[src/rtl/opll_bus_sequencer.sv]
// opll_bus_sequencer
//   Queues OPLL register writes and plays them out on the chip bus as an
//   address cycle (a0=0, din=register) followed by a data cycle (a0=1,
//   din=value), each padded by the chip's required recovery wait.
//
// Ports
//   clk, rst_n            clock, asynchronous active-low reset
//   ena                   advance enable for the bus sequencer (queue keeps accepting)
//   in_valid / in_ready   write request handshake, in_ready = queue not full
//   in_reg, in_data       register number and value
//   in_chip               target chip index (out-of-range -> silent bus cycle)
//   din, a0, cs_n, wr_n   registered chip bus
//   busy                  queue non-empty or a write in progress
//   fifo_level            entries currently queued
//
// state  | meaning
// IDLE   | bus quiet, waiting for a queued entry and ena
// SETUP  | cs_n/a0/din driven, wr_n high (1 cycle)
// PULSE  | wr_n low for PULSE_CYC cycles
// HOLD   | wr_n high, cs_n/a0/din held (1 cycle)
// WAIT   | all cs_n high, recovery time for the current phase
module opll_bus_sequencer #(
  parameter int NUM_CHIPS  = 1,
  parameter int FIFO_DEPTH = 4,
  parameter int PULSE_CYC  = 2,
  parameter int ADDR_WAIT  = 12,
  parameter int DATA_WAIT  = 84,
  localparam int CHIP_W    = (NUM_CHIPS > 1) ? $clog2(NUM_CHIPS) : 1,
  localparam int LVL_W     = $clog2(FIFO_DEPTH + 1)
) (
  input  logic                 clk,
  input  logic                 rst_n,
  input  logic                 ena,
  input  logic                 in_valid,
  output logic                 in_ready,
  input  logic [7:0]           in_reg,
  input  logic [7:0]           in_data,
  input  logic [CHIP_W-1:0]    in_chip,
  output logic [7:0]           din,
  output logic                 a0,
  output logic [NUM_CHIPS-1:0] cs_n,
  output logic                 wr_n,
  output logic                 busy,
  output logic [LVL_W-1:0]     fifo_level
);

  localparam int PTR_W   = $clog2(FIFO_DEPTH);
  localparam int ENT_W   = CHIP_W + 16;
  localparam int MAX_WT  = (ADDR_WAIT > DATA_WAIT) ? ADDR_WAIT : DATA_WAIT;
  localparam int MAX_CNT = (PULSE_CYC > MAX_WT) ? PULSE_CYC : MAX_WT;
  localparam int CNT_W   = (MAX_CNT > 1) ? $clog2(MAX_CNT) : 1;

  localparam logic PH_ADDR = 1'b0;
  localparam logic PH_DATA = 1'b1;

  typedef enum logic [2:0] {
    S_IDLE,
    S_SETUP,
    S_PULSE,
    S_HOLD,
    S_WAIT
  } state_t;

  state_t               state;
  logic                 phase;
  logic [CNT_W-1:0]     cnt;
  logic [NUM_CHIPS-1:0] cur_sel_n;
  logic [7:0]           cur_data;

  logic [ENT_W-1:0]     mem [FIFO_DEPTH];
  logic [PTR_W-1:0]     wr_ptr;
  logic [PTR_W-1:0]     rd_ptr;
  logic [ENT_W-1:0]     head;
  logic                 empty;
  logic                 push;
  logic                 pop_go;
  logic                 wait_zero;
  logic [CNT_W-1:0]     wait_load;
  logic                 phase_end;

  function automatic logic [NUM_CHIPS-1:0] sel_n(input logic [CHIP_W-1:0] chip);
    logic [NUM_CHIPS-1:0] v;
    v = '1;
    for (int i = 0; i < NUM_CHIPS; i++) begin
      if (chip == CHIP_W'(i)) v[i] = 1'b0;
    end
    return v;
  endfunction

  assign head     = mem[rd_ptr];
  assign empty    = (fifo_level == '0);
  assign in_ready = (fifo_level != LVL_W'(FIFO_DEPTH));
  assign push     = in_valid && in_ready;
  assign busy     = !empty || (state != S_IDLE);

  always_comb begin
    wait_zero = (phase == PH_DATA) ? (DATA_WAIT == 0) : (ADDR_WAIT == 0);
    wait_load = (phase == PH_DATA) ? CNT_W'(DATA_WAIT - 1) : CNT_W'(ADDR_WAIT - 1);
    // A zero recovery wait ends the phase straight out of HOLD.
    phase_end = ((state == S_HOLD) && wait_zero) || ((state == S_WAIT) && (cnt == '0));
    pop_go    = ena && !empty &&
                ((state == S_IDLE) || (phase_end && (phase == PH_DATA)));
  end

  always_ff @(posedge clk) begin
    if (push) mem[wr_ptr] <= {in_chip, in_reg, in_data};
  end

  always_ff @(posedge clk or negedge rst_n) begin
    if (!rst_n) begin
      wr_ptr     <= '0;
      rd_ptr     <= '0;
      fifo_level <= '0;
    end else begin
      if (push)   wr_ptr <= wr_ptr + PTR_W'(1);
      if (pop_go) rd_ptr <= rd_ptr + PTR_W'(1);
      case ({push, pop_go})
        2'b10:   fifo_level <= fifo_level + LVL_W'(1);
        2'b01:   fifo_level <= fifo_level - LVL_W'(1);
        default: fifo_level <= fifo_level;
      endcase
    end
  end

  always_ff @(posedge clk or negedge rst_n) begin
    if (!rst_n) begin
      state     <= S_IDLE;
      phase     <= PH_ADDR;
      cnt       <= '0;
      cur_sel_n <= '1;
      cur_data  <= '0;
      din       <= '0;
      a0        <= 1'b0;
      cs_n      <= '1;
      wr_n      <= 1'b1;
    end else if (ena) begin
      if (pop_go) begin
        state     <= S_SETUP;
        phase     <= PH_ADDR;
        cur_sel_n <= sel_n(head[ENT_W-1 -: CHIP_W]);
        cur_data  <= head[7:0];
        cs_n      <= sel_n(head[ENT_W-1 -: CHIP_W]);
        a0        <= 1'b0;
        din       <= head[15:8];
        wr_n      <= 1'b1;
      end else if (phase_end) begin
        if (phase == PH_ADDR) begin
          state <= S_SETUP;
          phase <= PH_DATA;
          cs_n  <= cur_sel_n;
          a0    <= 1'b1;
          din   <= cur_data;
        end else begin
          state <= S_IDLE;
          cs_n  <= '1;
        end
      end else begin
        case (state)
          S_SETUP: begin
            state <= S_PULSE;
            cnt   <= CNT_W'(PULSE_CYC - 1);
            // Unselected (out-of-range) chip: keep the strobe high too.
            wr_n  <= &cs_n;
          end
          S_PULSE: begin
            if (cnt == '0) begin
              state <= S_HOLD;
              wr_n  <= 1'b1;
            end else begin
              cnt <= cnt - CNT_W'(1);
            end
          end
          S_HOLD: begin
            state <= S_WAIT;
            cnt   <= wait_load;
            cs_n  <= '1;
          end
          S_WAIT:  cnt <= cnt - CNT_W'(1);
          default: ;
        endcase
      end
    end
  end

endmodule

[config.mk]
export PLATFORM = sky130hd
export DESIGN_NAME = opll_bus_sequencer
export DESIGN_NICKNAME = d
export VERILOG_FILES = /design/src/rtl/opll_bus_sequencer.sv
export SDC_FILE = /design/constraint.sdc
export NUM_CORES = 1
export LEC_CHECK = 0
export CAP_MARGIN = 20
export CORE_ASPECT_RATIO = 1.2
export CORE_MARGIN = 2
export CORE_UTILIZATION = 60
export CTS_BUF_LIST = sky130_fd_sc_hd__clkbuf_2 sky130_fd_sc_hd__clkbuf_4 sky130_fd_sc_hd__clkbuf_8
export DETAILED_ROUTE_END_ITERATION = 10
export GPL_ROUTABILITY_DRIVEN = 0
export GPL_TIMING_DRIVEN = 0
export PLACE_DENSITY = 0.8
export SETUP_SLACK_MARGIN = 0.15
export SLEW_MARGIN = 20
export SYNTH_ARGS = -nofsm -noshare
export SYNTH_HDL_FRONTEND = slang
export SYNTH_SLANG_ARGS = --single-unit
[constraint.sdc]
create_clock -name clk -period 3.4 [get_ports clk]
set_clock_uncertainty 0.05 [all_clocks]
set_input_delay 1.02 -clock clk [delete_from_list [all_inputs] [get_ports clk]]
set_output_delay 1.02 -clock clk [all_outputs]
set_load 0.02 [all_outputs]
; ---- Word-level counts from Yosys, hierarchy flattened
; Memories as Yosys holds them, arrays and structs flattened.
; Index checks and enable logic that the tools add are counted.
[word_totals]
elab_cells = 85
ram_bits = 68
rom_bits = 0
mem_count = 1
latchBits = 0
register_bits = 38
output_inout_bits = 16
input_bits = 21
[memory_table]
columns = name, words, width, rd, rd_clocked_by_memory_dff, write_ports, line
row1 = mem, 4, 17, 1, 0, 1, 70  ; logic [ENT_W-1:0] mem [FIFO_DEPTH];
[op_classes]
eq_ne = 12
order_cmp = 0
mul = 0
reduce_logical = 25
n_mux = 28
shifts = 0
div = 0
bitwise_logic = 2
addsub = 5
[ops]
columns = op, n
row1 = case mux 7 bit (4 select lines), 1
row2 = 2-to-1 mux 8 bit, 3
row3 = 2-to-1 mux 1 bit, 16
row4 = 2-to-1 mux 7 bit, 2
row5 = 2-to-1 mux 3 bit, 3
row6 = case mux 3 bit (3 select lines), 1
row7 = nonzero test 3 bit, 3
row8 = zero test 7 bit, 1
row9 = "subtractor 7 x 1 -> 7 bit, second input constant", 1
row10 = "== test 3 x 2 -> 1 bit, second input constant", 2
row11 = zero test 3 bit, 2
row12 = "!= test 3 bit, second input constant", 2
row13 = case mux 3 bit (2 select lines), 1
row14 = AND reduction 2 bit, 3
row15 = AND reduction 3 bit, 2
row16 = logical AND 1 bit, 5
row17 = AND reduction 5 bit, 1
row18 = nonzero test 5 bit, 1
row19 = "adder 2 x 1 -> 2 bit, second input constant", 2
row20 = "!= test 2 bit, second input constant", 2
row21 = "!= test 4 bit, second input constant", 1
row22 = AND reduction 4 bit, 1
row23 = nonzero test 2 bit, 2
row24 = nonzero test 4 bit, 1
row25 = 11 further kinds, 13

; ---- Depth between registers and ports, before layout
; Gate-level depths: netlist of run 1.
[depth]
word_depth = 7
ltp_mapped = 14
depth_no_buf = 12

; ---- Worst setup path after synthesis of run 1
; Ideal clock, no wire load.
[synth_path]
path_kind = input port to flip-flop
start = in ena
end = reg fifo_level[2]
required_time_ns = 3.270
slack_ns = 0.681
cell_stages = 11
t_arrival_ns = 2.589
cell_sequence = and3_4 nand2_2 inv_2 buf_4 buf_4 ha_1 inv_1 fa_1 xor2_1 nor2_1 xor2_1
[synth_between]
elab_chain_cells = 4
word_cells_on_any_way = 6
[synth_lines]
columns = item, line
row1 = from (decl), 33  ; input logic ena,
row2 = logical AND 1 bit (*) (2 in a row), 101  ; pop_go = ena && !empty &&
row3 = == test 2 x 1 -> 1 bit / == test 2 bit (equally long branches), 117  ; case ({push, pop_go})
row4 = case mux 3 bit (2 select lines) / nonzero test 2 bit (equally long branches), --
row5 = to (signal assigned), 118  ; 2'b10: fifo_level <= fifo_level + LVL_W'(1);
row6 = to (signal assigned), 119  ; 2'b01: fifo_level <= fifo_level - LVL_W'(1);
row7 = to (signal assigned), 120  ; default: fifo_level <= fifo_level;
row8 = to (decl), 44  ; output logic [LVL_W-1:0] fifo_level
; Mark *: on every way between the ends. The rest lies on a longest branch, timed or not.
; A chain may end at the register's enable or synchronous reset.

; ---- Worst setup path after layout of run 1
; Ends and elaborated chain as after synthesis.

==> impl_metrics.ini, run 1 <==
[synthesis]
syn_nets = 342
synth_ff_type = edfxtp_1
yosysTopAreaCell = edfxtp_1
post_synth_instance_area_um2 = 4610
yosys_warnings = 0
avgSynthCellArea_um2 = 14.7
synth.area.top_cells = edfxtp_1 44%, dfrtp_1 19%, mux4_2 8.3%, mux2_2 2.2%, o21ai_0 2.2%
synthCells = 313
synth_edf_count = 68
ys_types = 57
ys_async_sr_fraction_pct = 35.8
ys_ff_latch = 106
synth_top_area_share_pct = 44.3
ys_seq_area_share_pct = 65.0

[worst_setup_path]
arrival_ps = 3300
reg2reg_to = fifo_level[2]
end_kind = flop
crit_type = primary input to flop
cp_max_fo = 10
r2r_slack_ps = 470
cp.required_ps = 3640
reg2reg_depth = 14
r2r_start = cnt[0]
worst_setup_path_start_kind = primary input

[global_routing]
gr-total-overflow = 0
antenna_found_initial = 0
grt_pass1_wl_mm = 13.8
grt_pass1_vias = 2786
gr-usage-all-layers_pct = 21.6
grt_max_degree = 23

[clock_tree]
clock_sinks = 106
cts_hold_buf = 0
cts_buffers = 9
insertion_delay_ps = 360
path_clk_slew_ps = 100
cts_tree = yes
htreeDepth = 3
clock_path_buffers = 2
clockRootBuffer = clkbuf_8

[placed_design]
hpwl_mm = 5.86
place_ws_ps = -81.3
io_buffers = 36

[route]
wl_per_cell_um = 18.7
drc_errors = 0
initialDrtViolationCount = 163
drtPass1Iterations = 4
drt_wl_total_mm = 8.55
vias_per_cell = 5.97
ant_nets = 0
num_vias = 2735

[timing]
rsz0062_at_grt = false
fin_crit_sh_pct = 90.1
setup_viol = 0
fmax_mhz = 326
hold_viol_final = 0
period_minus_slack_ps = 3060
worst_pin_slew_ps = 967
finalWorstSetupSlack_ps = 337
relSlewSlack_pct = 35.5
slew_viol_final = 0

[hold_path]
hold_path_class = flop to flop
hold_depth = 2
min_to = a0
worstHoldStart = a0

[pwr]
vdd.ir_drop.worst_uv = 526
leakagePower_nw = 1.92
power_density_nw_per_um2 = 870
power_w = 0.00463

[cells_and_area]
multi_input_area_um2 = 1490
syn2layout_area_growth_pct = 15.5
final_nets = 390
regArea_um2 = 3000
nFillCells = 528
mostFrequentLayoutCell = edfxtp_1
layout_common_cells = 68 x edfxtp_1, 35 x dfrtp_1, 34 x clkdlybuf4s50_1
drive_gt1_share_pct = 19.4
diodes = 0

[flow_run]
cap_violations = 0

[die]
die_w_um = 84.0
fp.dieH_um = 100
io_pins = 37
start_util_pct = 60.9
die_area_um2 = 8410
core-area_um2 = 7580
fp-row-count = 35

[status]
status = finished clean
-- cells by family after synthesis --
group                    after synthesis  synth area share (%)
flip-flops                           106                  65.0
AND/OR/NAND/NOR                       71                  7.87
AO/OA/AOI/OAI                         57                  8.22
multiplexers                          35                  12.5
buffers and inverters                 29                  2.82
adder cells (fa/ha/maj)                8                  2.33
XOR/XNOR                               7                  1.33
-- stage by stage --
stage	utilization, %	instances	TNS, ps	hold slack [ps]	instance area [um2]
floorplan	-	313	0	430	4610
global placement	67.2	441	-24.4	449	5090
detailed placement	67.4	442	-81.3	456	5110
CTS	70.1	458	0	478	5310
global route	70.3	458	0	501	5330
finish	70.3	458	0	474	5330
-- flip-flops by register name, indices dropped and copies added (netlist names) --
name	count
a0	1
cnt	7
cs_n	1
cur_data	8
cur_sel_n	1
din	8
fifo_level	3
mem	68
phase	1
rd_ptr	2
state	3
wr_n	1
wr_ptr	2
-- final cells by class --
type	instances	share of cell area (%)
plain buffers	16	1.60
clock buffers	10	2.47
clock inverters	6	1.36
inverters	13	0.916
multi-input cells	178	28.0
flip-flops and latches	106	56.3
well taps	92	2.16
repair buffers	37	7.24
-- power by group --
part           switching [W]  internal, W
clock               0.000421     0.000358
sequential          0.000193      0.00178
combinational        0.00103     0.000845
total                0.00165      0.00299
-- cell usage after synthesis, types with 3 or more instances --
| library cell | count |
|---|---|
| ha_1 | 7 |
| and3_1 | 4 |
| xnor2_1 | 4 |
| o21ai_0 | 20 |
| xor2_1 | 3 |
| nor3_1 | 4 |
| dfstp_2 | 3 |
| buf_2 | 7 |
| edfxtp_1 | 68 |
| nand4_1 | 4 |
| nand3_1 | 5 |
| mux2i_1 | 9 |
| inv_1 | 11 |
| a21oi_1 | 11 |
| and2_1 | 5 |
| mux4_2 | 17 |
| clkbuf_1 | 4 |
| nand2_1 | 22 |
| dfrtp_1 | 35 |
| nor2_1 | 15 |
| buf_4 | 3 |
| mux2_2 | 9 |
-- worst max-delay path by stage --
stage	cells after the start	endpoint	start	slack, ps
final	12	fifo_level[2]	ena	340
after CTS	4	busy	state[1]	150
after global placement	12	fifo_level[2]	ena	-20
after floorplan	11	fifo_level[2]	ena	680
after detailed placement	12	fifo_level[2]	ena	-80
after global routing	12	fifo_level[2]	ena	180
-- worst max-delay path, cell delays in order --
cell	delay, ps
clkdlybuf4s50_1	520
and3_4	200
nand2_2	90
inv_2	80
buf_4	190
buf_6	170
ha_1	180
inv_1	60
fa_1	370
xor2_1	150
nor2_1	100
xor2_1	140
-- routing by layer --
metal / track usage, % / wire length (um) / up-vias
met5: 0 / 0 / -
met4: 9.31 / 179 / 0
met3: 2.88 / 335 / 14
met2: 38.7 / 4660 / 79
met1: 26.5 / 3370 / 1359
li1: - / - / 1283
-- repair_timing --
| item | in CTS | in global routing |
|---|---|---|
| resized for setup | 0 | 3 |
| endpoints found under the setup margin | 0 | 2 |
| hold endpoints to repair | 0 | 0 |
| buffers inserted | 0 | 0 |
(Power assumes the default switching activity.)
==> inputs of run 2 (changes only) <==
Settings changed: ABC_AREA from default to 1.
==> impl_metrics.ini, run 2 <==
[status]
status = finished clean

[synthesis]
synth_common_cells = 78 x nand2_1, 68 x edfxtp_1, 55 x o21ai_0, 52 x nor2_1, 35 x dfrtp_1
synth_fa_ha_area_share_pct = 2.36
yosys_warnings = 0
post_synth_instance_area_um2 = 4560
synth_top_family_by_area = simple AND/OR/NAND/NOR gates
synthSimpleGateAreaFrac_pct = 16.8
synth_compound_area_share_pct = 9.60
synth_most_common_cell = nand2_1
synthCells = 419
syn_nets = 448
ys_ff_latch = 106
ys_seq_area_share_pct = 65.7
synth.area.top_cells = edfxtp_1 45%, dfrtp_1 19%, nand2_1 6.4%, o21ai_0 6.0%, nor2_1 4.3%
synth_ff_type = edfxtp_1
ys_async_sr_fraction_pct = 35.8
ys_types = 30
yosysTopAreaCell = edfxtp_1
synth_top_area_share_pct = 44.8
synth_xor_area_share_pct = 1.34
synth_edf_count = 68
avgSynthCellArea_um2 = 10.9
synthMuxAreaShare_pct = 0

[cells_and_area]
final_nets = 504
drive_gt1_share_pct = 13.1
layout_common_cells = 78 x nand2_1, 68 x edfxtp_1, 55 x o21ai_0
final_cells = 570
largest_reg_flops = 68
top_regs = mem x68, cur_data x8, din x8
mostFrequentLayoutCell = nand2_1
diodes = 0
top_register = mem
syn2layout_area_growth_pct = 17.5

[worst_setup_path]
worst_setup_path_start_kind = flop
cp_max_fo = 4
slowest_stage = clkdlybuf4s50_1
arrival_ps = 2000
cp.required_ps = 2330
crit_type = flop to output port
cp_num_buf_inv = 1
end_kind = output port
crit_chain = nor3_1 -> nand3_1 -> clkdlybuf4s50_1
cp_top_family = simple AND/OR/NAND/NOR gates
slowest_delay_ps = 570

[hold_path]
hold_path_class = flop to flop

[die]
fp-row-count = 34
die_w_um = 83.6
die_area_um2 = 8310
fp.dieH_um = 99.5
start_util_pct = 62.3
core-area_um2 = 7320
io_pins = 37

[timing]
tns_ps = 0
period_minus_slack_ps = 3070
fmax_mhz = 326
fin_crit_sh_pct = 90.3
slew_viol_final = 0
setup_viol = 0
worst_pin_slew_ps = 563
relSlewSlack_pct = 62.4
finalWorstSetupSlack_ps = 329
rsz0062_at_grt = false
hold_viol_final = 0

[route]
ant_nets = 0
num_vias = 3210
initialDrtViolationCount = 210
wl_per_cell_um = 16.1
drc_errors = 0
vias_per_cell = 5.63
drtPass1Iterations = 4
drt_wl_total_mm = 9.20

[pwr]
leakagePower_nw = 2.27
power_density_nw_per_um2 = 548
vdd.ir_drop.worst_uv = 355

[global_routing]
gr-usage-all-layers_pct = 23.5
grt_pass1_vias = 3254
gr-total-overflow = 0
antenna_found_initial = 0
grt_max_degree = 26
grt_pass1_wl_mm = 15.2

[placed_design]
place_ws_ps = -217
hpwl_mm = 6.55
io_buffers = 36
dp.cells = 550

[clock_tree]
htreeDepth = 3
cts_tree = yes
cts_hold_buf = 0
clockRootBuffer = clkbuf_8
path_clk_slew_ps = 100
cts_buffers = 9
insertion_delay_ps = 370
clock_sinks = 106
clock_path_buffers = 2

[flow_run]
cap_violations = 0
==> run 2: cell types whose count changed in the layout (fill, tap and decap cells not counted), sizes merged, moves of 16 or more <==
cell   previous run  this run
nand2            23        88
nor2             16        56
o21ai            22        56
inv              15        34
nand3             5        24
mux4             17         0
o22ai             2        18
==> run 2: logic make-up (layout without fill, tap and decap cells) <==
family,after synthesis,after routing
simple gates,174,174
xor+xnor,7,7
fa+ha+maj,8,8
flops,106,106
buf+inv,45,106
compound gates,79,79
==> run 2: layer usage <==
layer	global-route usage (%)	vias to the layer above	part of all wire, %
li1	-	1542	-
met4	10.0	0	2.5
met2	42.8	99	53
met5	0	-	0
met1	27.8	1548	40
met3	3.40	21	4.3
==> run 2: final timing paths <==
| check | from | endpoint | slack (ps) | cells after the start |
|---|---|---|---|---|
| setup / recovery | fifo_level[1] | busy | 330 | 3 |
| hold / removal | cur_sel_n | cur_sel_n | 420 | 2 |
| setup reg to reg | cnt[0] | fifo_level[2] | 680 | 15 |
| hold reg to reg | cur_sel_n | cur_sel_n | 420 | 2 |
| max in group asynchronous | rst_n | cur_data[5] | 2370 | 2 |
| min in group asynchronous | rst_n | fifo_level[1] | 500 | 1 |
==> run 2: layout make-up <==
class / count / area (um2)
Fill cell: 549 / 1960
Multi-Input combinational cell: 268 / 1380
Buffer: 15 / 78.8
Timing Repair Buffer: 45 / 460
Inverter: 30 / 113
Clock buffer: 9 / 124
Clock inverter: 7 / 90.1
Tap cell: 90 / 113
Sequential cell: 106 / 3000
==> run 2: worst reg2reg max path, cell delays in order, from the launching register on <==
cell and delay (ps):
dfrtp_1 380, inv_1 130, ha_1 160, nand2_1 90, nor2_4 170, nand3_2 100, nand2_4 130, nand2_4 120
inv_2 100, buf_6 140, ha_1 160, inv_1 80, fa_1 380, a21oi_1 160, o21ai_0 120, xnor2_1 140
==> run 2: what timing repair did <==
action,CTS,global route
buffers inserted,0,4
endpoints found under the setup margin,0,1
gates resized for setup,0,1
==> run 2: metrics by stage <==
step / hold slack, ps / instance area [um2] / utilization [%] / power (W)
floorplan: 392 / 4560 / - / 0.00189
global placement: 401 / 5030 / 68.8 / 0.00205
detailed placement: 404 / 5110 / 69.8 / 0.00212
CTS: 419 / 5320 / 72.8 / 0.00292
global route: 440 / 5360 / 73.2 / 0.00304
finish: 417 / 5360 / 73.2 / 0.00293
==> run 2: report_power, final <==
group / leakage, nW / internal (W) / switching [W]
Combinational: 1.08 / 0.000177 / 0.000287
Clock: 0.108 / 0.000359 / 0.000461
Sequential: 1.08 / 0.00158 / 0.0000674
Total: 2.27 / 0.00212 / 0.000816
==> inputs of run 3 (changes only) <==
Settings changed: CTS_CLUSTER_DIAMETER from default to 30.
==> results of run 3 <==
Same layout as run 2: the final DEF is identical, and so are final timing and power.
==> variant 1: new RTL, flow settings as in run 2 <==
Re-encode `state_t` (5 states) as one-hot, 5 bits wide.
--- a/src/rtl/opll_bus_sequencer.sv
+++ b/src/rtl/opll_bus_sequencer.sv
@@ -53,12 +53,12 @@
   localparam logic PH_ADDR = 1'b0;
   localparam logic PH_DATA = 1'b1;
 
-  typedef enum logic [2:0] {
-    S_IDLE,
-    S_SETUP,
-    S_PULSE,
-    S_HOLD,
-    S_WAIT
+  typedef enum logic [4:0] {
+    S_IDLE  = 5'b00001,
+    S_SETUP = 5'b00010,
+    S_PULSE = 5'b00100,
+    S_HOLD  = 5'b01000,
+    S_WAIT  = 5'b10000
   } state_t;
 
   state_t               state;
Behaviour: no difference found for any inputs over 10 cycles, from zero or initial values and one cycle with rst_n low; not proved beyond that.
==> variant 1 against run 2 <==
- register-to-register slack improved by 0.14 ns
- die area increased by 2.2%
- synthesized cell count increased by 3.8%
- maximum frequency decreased by 0.39%
- critical path type is now input port to register
- routed wire length decreased by 0.94%
- global-route usage decreased by 0.31 points
- final area increased by 1.0%
- sequential cell count increased by 2
- worst setup slack got worse by 0.012 ns
- first-iteration DRC count decreased by 21%
- synthesized area increased by 2.3%
Power is not compared: it rests on default switching activity, and its combinational part moved more than twofold at a synthesized area within 25%.
==> variant 1: results (changes against run 2) <==
* Status: completed (unchanged)
* Critical R2R Capture: fifo_level[2]$_DFFE_PN0P_ (unchanged)
* Met3 Use GR at 4.26% (was 3.40%)
* Hold Crit Depth at 2 (unchanged)
* Wire length on met2 at 4970 um (was 4890 um)
* RR Startpoint: cnt[0]$_DFFE_PN0P_ (unchanged)
* Initial detailed-routing violation count at 165 (was 210)
* Routed Antenna Nets at 0 (unchanged)
* Nets at 516 (was 504)
* First-pass GRT wire length at 15200 um (about the same)
* Hpwl dp at 6660 um (was 6550 um)
* Largest regs: mem: 68 flops, cur_data: 8 flops, din: 8 flops (unchanged)
* R2r setup slk at 0.82 ns (was 0.68 ns)
* Crit path largest cell delay at 0.57 ns (about the same)
* Hold endpoint: cur_sel_n$_DFFE_PN1P_ (unchanged)
* Post-synth ARST share at 37.0% (was 35.8%)
* Vias in the first global route at 3260 (was 3254)
* Clock Tree Root: clkbuf_8 (unchanged)
* Hold crit path type: register to register (unchanged)
* GRT met2 Usage at 43.3% (was 42.8%)
* Leakage power figure at around 2.3 nW
* Yosys warns at 0 (unchanged)
* Sequential cell power at between 1.5 and 2 mW
* Switching power at around 1.8 mW
* Top cell types by occurrence after synthesis: 107 x nand2_1, 68 x edfxtp_1, 56 x nor2_1, 40 x o21ai_0, 36 x dfrtp_1 (was 78 x nand2_1, 68 x edfxtp_1, 55 x o21ai_0, 52 x nor2_1, 35 x dfrtp_1)
* Max Root-Sink Buffers at 2 (unchanged)
* Worst-skew pair later-pin latency at 0.37 ns (about the same)
* Met1 wire length at 3670 um (was 3680 um)
* FF-to-FF path depth at 15 (unchanged)
* Hold_sp: cur_sel_n$_DFFE_PN1P_ (unchanged)
* DR vias at 3166 (was 3210)
* Port buffer count at 36 (unchanged)
* Worst-path clk slew at 0.10 ns (about the same)
* Slew @ Worst Pin at 0.578 ns (was 0.563 ns)
* Largest net degree at the start of global routing at 24 (was 26)
* DR WL met3 at 393 um (was 399 um)
* P_comb at around 1.7 mW
* Fillers at 582 (was 549)
* Crit path DAT at 3.29 ns (was 2.00 ns)
* Pre-CTS setup slack at -0.150 ns (was -0.217 ns)
* M1 GR Usage at 27.1% (was 27.8%)
* Distinct cells, synth at 33 (was 30)
* Max rail drop VDD at around 0.44 mV
* Critical path's slowest cell: clkdlybuf4s50_1 (unchanged)
* Top delay family on crit path: buffers and inverters (was simple AND/OR/NAND/NOR gates)
* Gr usage total at 23.2% (was 23.5%)
* Inserted Diodes at 0 (unchanged)
* Main area contributors after synthesis: edfxtp_1 44%, dfrtp_1 19%, nand2_1 8.6% (was edfxtp_1 45%, dfrtp_1 19%, nand2_1 6.4%)
* Initial antenna violation count at 0 (unchanged)
* Post-synthesis sequential area ratio at 65.3% (was 65.7%)
* WL per Instance at 15.6 um (was 16.1 um)
* H-tree depth at 3 (unchanged)
* DRT Pass-1 Iters at 4 (unchanged)
* Total CTS buffers at 9 (unchanged)
* Top Layer Used: met4 (unchanged)
* Number of flops mapped to enable cells by yosys at 68 (unchanged)
* Share of layout cells above drive strength 1 at 13.2% (was 13.1%)
* Crit path max fanout at 10 (was 4)
* Syn nets at 464 (was 448)
[variant 1: cell count changes in the layout (fill, tap and decap cells not counted), sizes merged, moves of 2 or more]
| cell | change |
|---|---|
| a31oi | +2 |
| buf | -5 |
| clkinv | +2 |
| inv | -2 |
| nand2 | +25 |
| nand3 | -13 |
| nand4 | +3 |
| nor2 | +5 |
| o21a | +2 |
| o21ai | -8 |
[variant 1: worst max-delay path by stage]
stage,to,slack [ns],from
after floorplan,fifo_level[2]$_DFFE_PN0P_,0.69,ena
after global placement,fifo_level[2]$_DFFE_PN0P_,-0.1,ena
after detailed placement,fifo_level[2]$_DFFE_PN0P_,-0.15,ena
after CTS,fifo_level[2]$_DFFE_PN0P_,0.24,ena
after global routing,fifo_level[2]$_DFFE_PN0P_,0.17,ena
final,fifo_level[2]$_DFFE_PN0P_,0.32,ena
[variant 1: kinds of logic after synthesis]
group	share of synthesized area (%)
AOI/OAI and AO/OA	9.04
adders and majority gates	2.31
buffers and inverters	4.21
and+or+nand+nor	17.8
xor gates and xnor gates	1.31
DFF	65.3
[variant 1: per-stage QoR]
stage	hold slack (ns)	cell area [um^2]	cells	setup TNS, ns	power [mW]
after floorplan	0.392	4660	435	0	3.11
after global placement	0.403	5140	563	-0.639	3.59
after detailed placement	0.411	5220	568	-0.150	3.70
after CTS	0.425	5410	584	0	4.44
after global routing	0.444	5410	584	0	4.72
final	0.424	5410	584	0	4.42
[variant 1: layout make-up]
class	instances	area (um^2)	area share, %
timing repair buffer	41	428	7.91
clock buffer	9	124	2.29
buffer	15	87.6	1.62
clock inverter	7	67.6	1.25
multi-input combinational	283	1430	26.5
sequential	108	3050	56.3
tap	92	115	2.13
inverter	29	109	2.01
[variant 1: repair_timing]
action | CTS | global route
buffers inserted | 0 | 0
gates resized for setup | 0 | 1
endpoints found under the setup margin | 0 | 1
==> variant 2: new RTL, flow settings as in run 2 <==
Without the edit above. The parameter `FIFO_DEPTH` goes from 4 to 8.
--- a/src/rtl/opll_bus_sequencer.sv
+++ b/src/rtl/opll_bus_sequencer.sv
@@ -21,7 +21,7 @@
 // WAIT   | all cs_n high, recovery time for the current phase
 module opll_bus_sequencer #(
   parameter int NUM_CHIPS  = 1,
-  parameter int FIFO_DEPTH = 4,
+  parameter int FIFO_DEPTH = 8,
   parameter int PULSE_CYC  = 2,
   parameter int ADDR_WAIT  = 12,
   parameter int DATA_WAIT  = 84,
Interface: changed (resized fifo_level); port bits go from 37 to 38. No check against the original RTL was run, so the function may have changed too.
==> variant 2 against run 2 <==
- sequential cell count is 71 higher
- total power increased by 63%
- routed wire length grew 90%
- final area rose by 66%
- synthesized area up 71%
- final cell count up 78%
- worst setup slack worse by 0.054 ns
- clock power increased by 67%
- largest cell class unchanged
==> variant 2: results (changes against run 2) <==
* Top delay family on crit path: buffers and inverters (was simple AND/OR/NAND/NOR gates)
* Port buffer count at 37 (was 36)
* Total CTS buffers at 17 (was 9)
* Mean Syn Cell Area at 10.1 um^2 (was 10.9 um^2)
* DR vias at 5737 (was 3210)
* Crit path max fanout at 5 (was 4)
* M1 GR Usage at 34.2% (was 27.8%)
* Main area contributors after synthesis: edfxtp_1 52%, dfrtp_1 12%, nand2_1 11% (was edfxtp_1 45%, dfrtp_1 19%, nand2_1 6.4%)
* Post-DP Area at 0.00851 mm^2 (was 0.00511 mm^2)
* Adder-cell area share of the yosys netlist at 1.13% (was 2.36%)
* Initial antenna violation count at 0 (unchanged)
* Hpwl dp at 11700 um (was 6550 um)
* Crit path largest cell delay at 0.55 ns (was 0.57 ns)
* Syn nets at 796 (was 448)
* WL per Instance at 17.2 um (was 16.1 um)
* Final non-filler cell total at 1014 (was 570)
* Initial detailed-routing violation count at 676 (was 210)
* Synth Area in Compound Gates at 5.89% (was 9.60%)
* Max rail drop VDD at 0.274 mV (was 0.355 mV)
* FF-to-FF path depth at 16 (was 15)
* Xor/xnor share of the synthesized area at 0.900% (was 1.34%)
* Tcrit/Tclk final at 91.9% (was 90.3%)
* Largest regs: mem: 136 flops, cur_data: 8 flops, din: 8 flops (was mem: 68 flops, cur_data: 8 flops, din: 8 flops)
* Post-synthesis sequential area ratio at 65.7% (about the same)
* Vias in the first global route at 5438 (was 3254)
* Distinct cells, synth at 35 (was 30)
* Slew HR at 49.8% (was 62.4%)
* DR WL met3 at 1460 um (was 399 um)
* DRT Pass-1 Iters at 6 (was 4)
* R2r setup slk at 0.62 ns (was 0.68 ns)
* GRT met2 Usage at 43.8% (was 42.8%)
* Wire length on met2 at 8710 um (was 4890 um)
* Met3 Use GR at 5.83% (was 3.40%)
* Met1 wire length at 6780 um (was 3680 um)
* Leakage power figure at 3.82 nW (was 2.27 nW)
* Max reg flops at 136 (was 68)
* Top cell types by occurrence after synthesis: 237 x nand2_1, 136 x edfxtp_1, 85 x inv_1, 58 x nand3_1, 56 x nor2_1 (was 78 x nand2_1, 68 x edfxtp_1, 55 x o21ai_0, 52 x nor2_1, 35 x dfrtp_1)
* H-tree depth at 4 (was 3)
* Status: completed (unchanged)
* Post-synth ARST share at 23.2% (was 35.8%)
* Share of layout cells above drive strength 1 at 10.8% (was 13.1%)
* CP Capture Type: primary output (unchanged)
* Largest net degree at the start of global routing at 35 (was 26)
* Setup crit end: busy (unchanged)
* Yosys warns at 0 (unchanged)
* Pre-CTS setup slack at -0.345 ns (was -0.217 ns)
* First-pass GRT wire length at 27600 um (was 15200 um)
* Worst-skew pair later-pin latency at 0.46 ns (was 0.37 ns)
* Hold crit path type: input port to async pin (was register to register)
* Placed Cells at 979 (was 550)
* Number of flops mapped to enable cells by yosys at 136 (was 68)
* Nets at 865 (was 504)
* Gr usage total at 26.6% (was 23.5%)
* Crit path DAT at 2.06 ns (was 2.00 ns)
==> variant 2: cell types whose count changed after synthesis, moves of 4 or more <==
cell,run 2,this run
clkbuf_1,7,17
edfxtp_1,68,136
inv_1,28,85
nand2_1,78,237
nand3_1,22,58
nor2_1,52,56
o21ai_1,0,5
==> variant 2: logic make-up (layout without fill, tap and decap cells) <==
group	count (synthesis)	in the layout
flops	177	177
xor+xnor	8	8
buf+inv	122	204
simple gates	371	371
fa+ha+maj	7	7
compound gates	83	83
==> variant 2: cell type report <==
class	count	area, um^2
plain buffers	30	146
clock buffers	19	249
clock inverters	13	126
fillers	892	3750
inverters	92	345
multi-input cells	469	2200
flip-flops and latches	177	5110
well taps	164	205
repair buffers	50	527
==> variant 2: how the worst min path moves through the flow <==
stage                       startpoint                   endpoint  slack [ns]  depth (start not counted)
2_1_floorplan  cur_data[0]$_DFFE_PN0P_    cur_data[0]$_DFFE_PN0P_        0.39                          2
4_1_cts                          rst_n  fifo_level[2]$_DFFE_PN0P_        0.33                          1
6_report                         rst_n  fifo_level[2]$_DFFE_PN0P_        0.34                          1
3_3_place_gp     cur_sel_n$_DFFE_PN1P_      cur_sel_n$_DFFE_PN1P_        0.41                          2
5_1_grt                          rst_n  fifo_level[1]$_DFFE_PN0P_        0.34                          1
3_5_place_dp     cur_sel_n$_DFFE_PN1P_      cur_sel_n$_DFFE_PN1P_        0.41                          2
==> variant 2: power breakdown <==
part / internal [mW] / total (mW) / switching [mW]
clock network: 0.610 / 1.37 / 0.764
logic: 0.237 / 0.680 / 0.443
registers: 2.61 / 2.72 / 0.107
total: 3.46 / 4.77 / 1.31
==> variant 2: repair_timing <==
action | 4_1_cts | 5_1_grt
cloned | 0 | 0
setup buffers | 0 | 3
pin swaps | 1 | 1
gates resized for setup | 0 | 2
endpoints found under the setup margin | 1 | 1
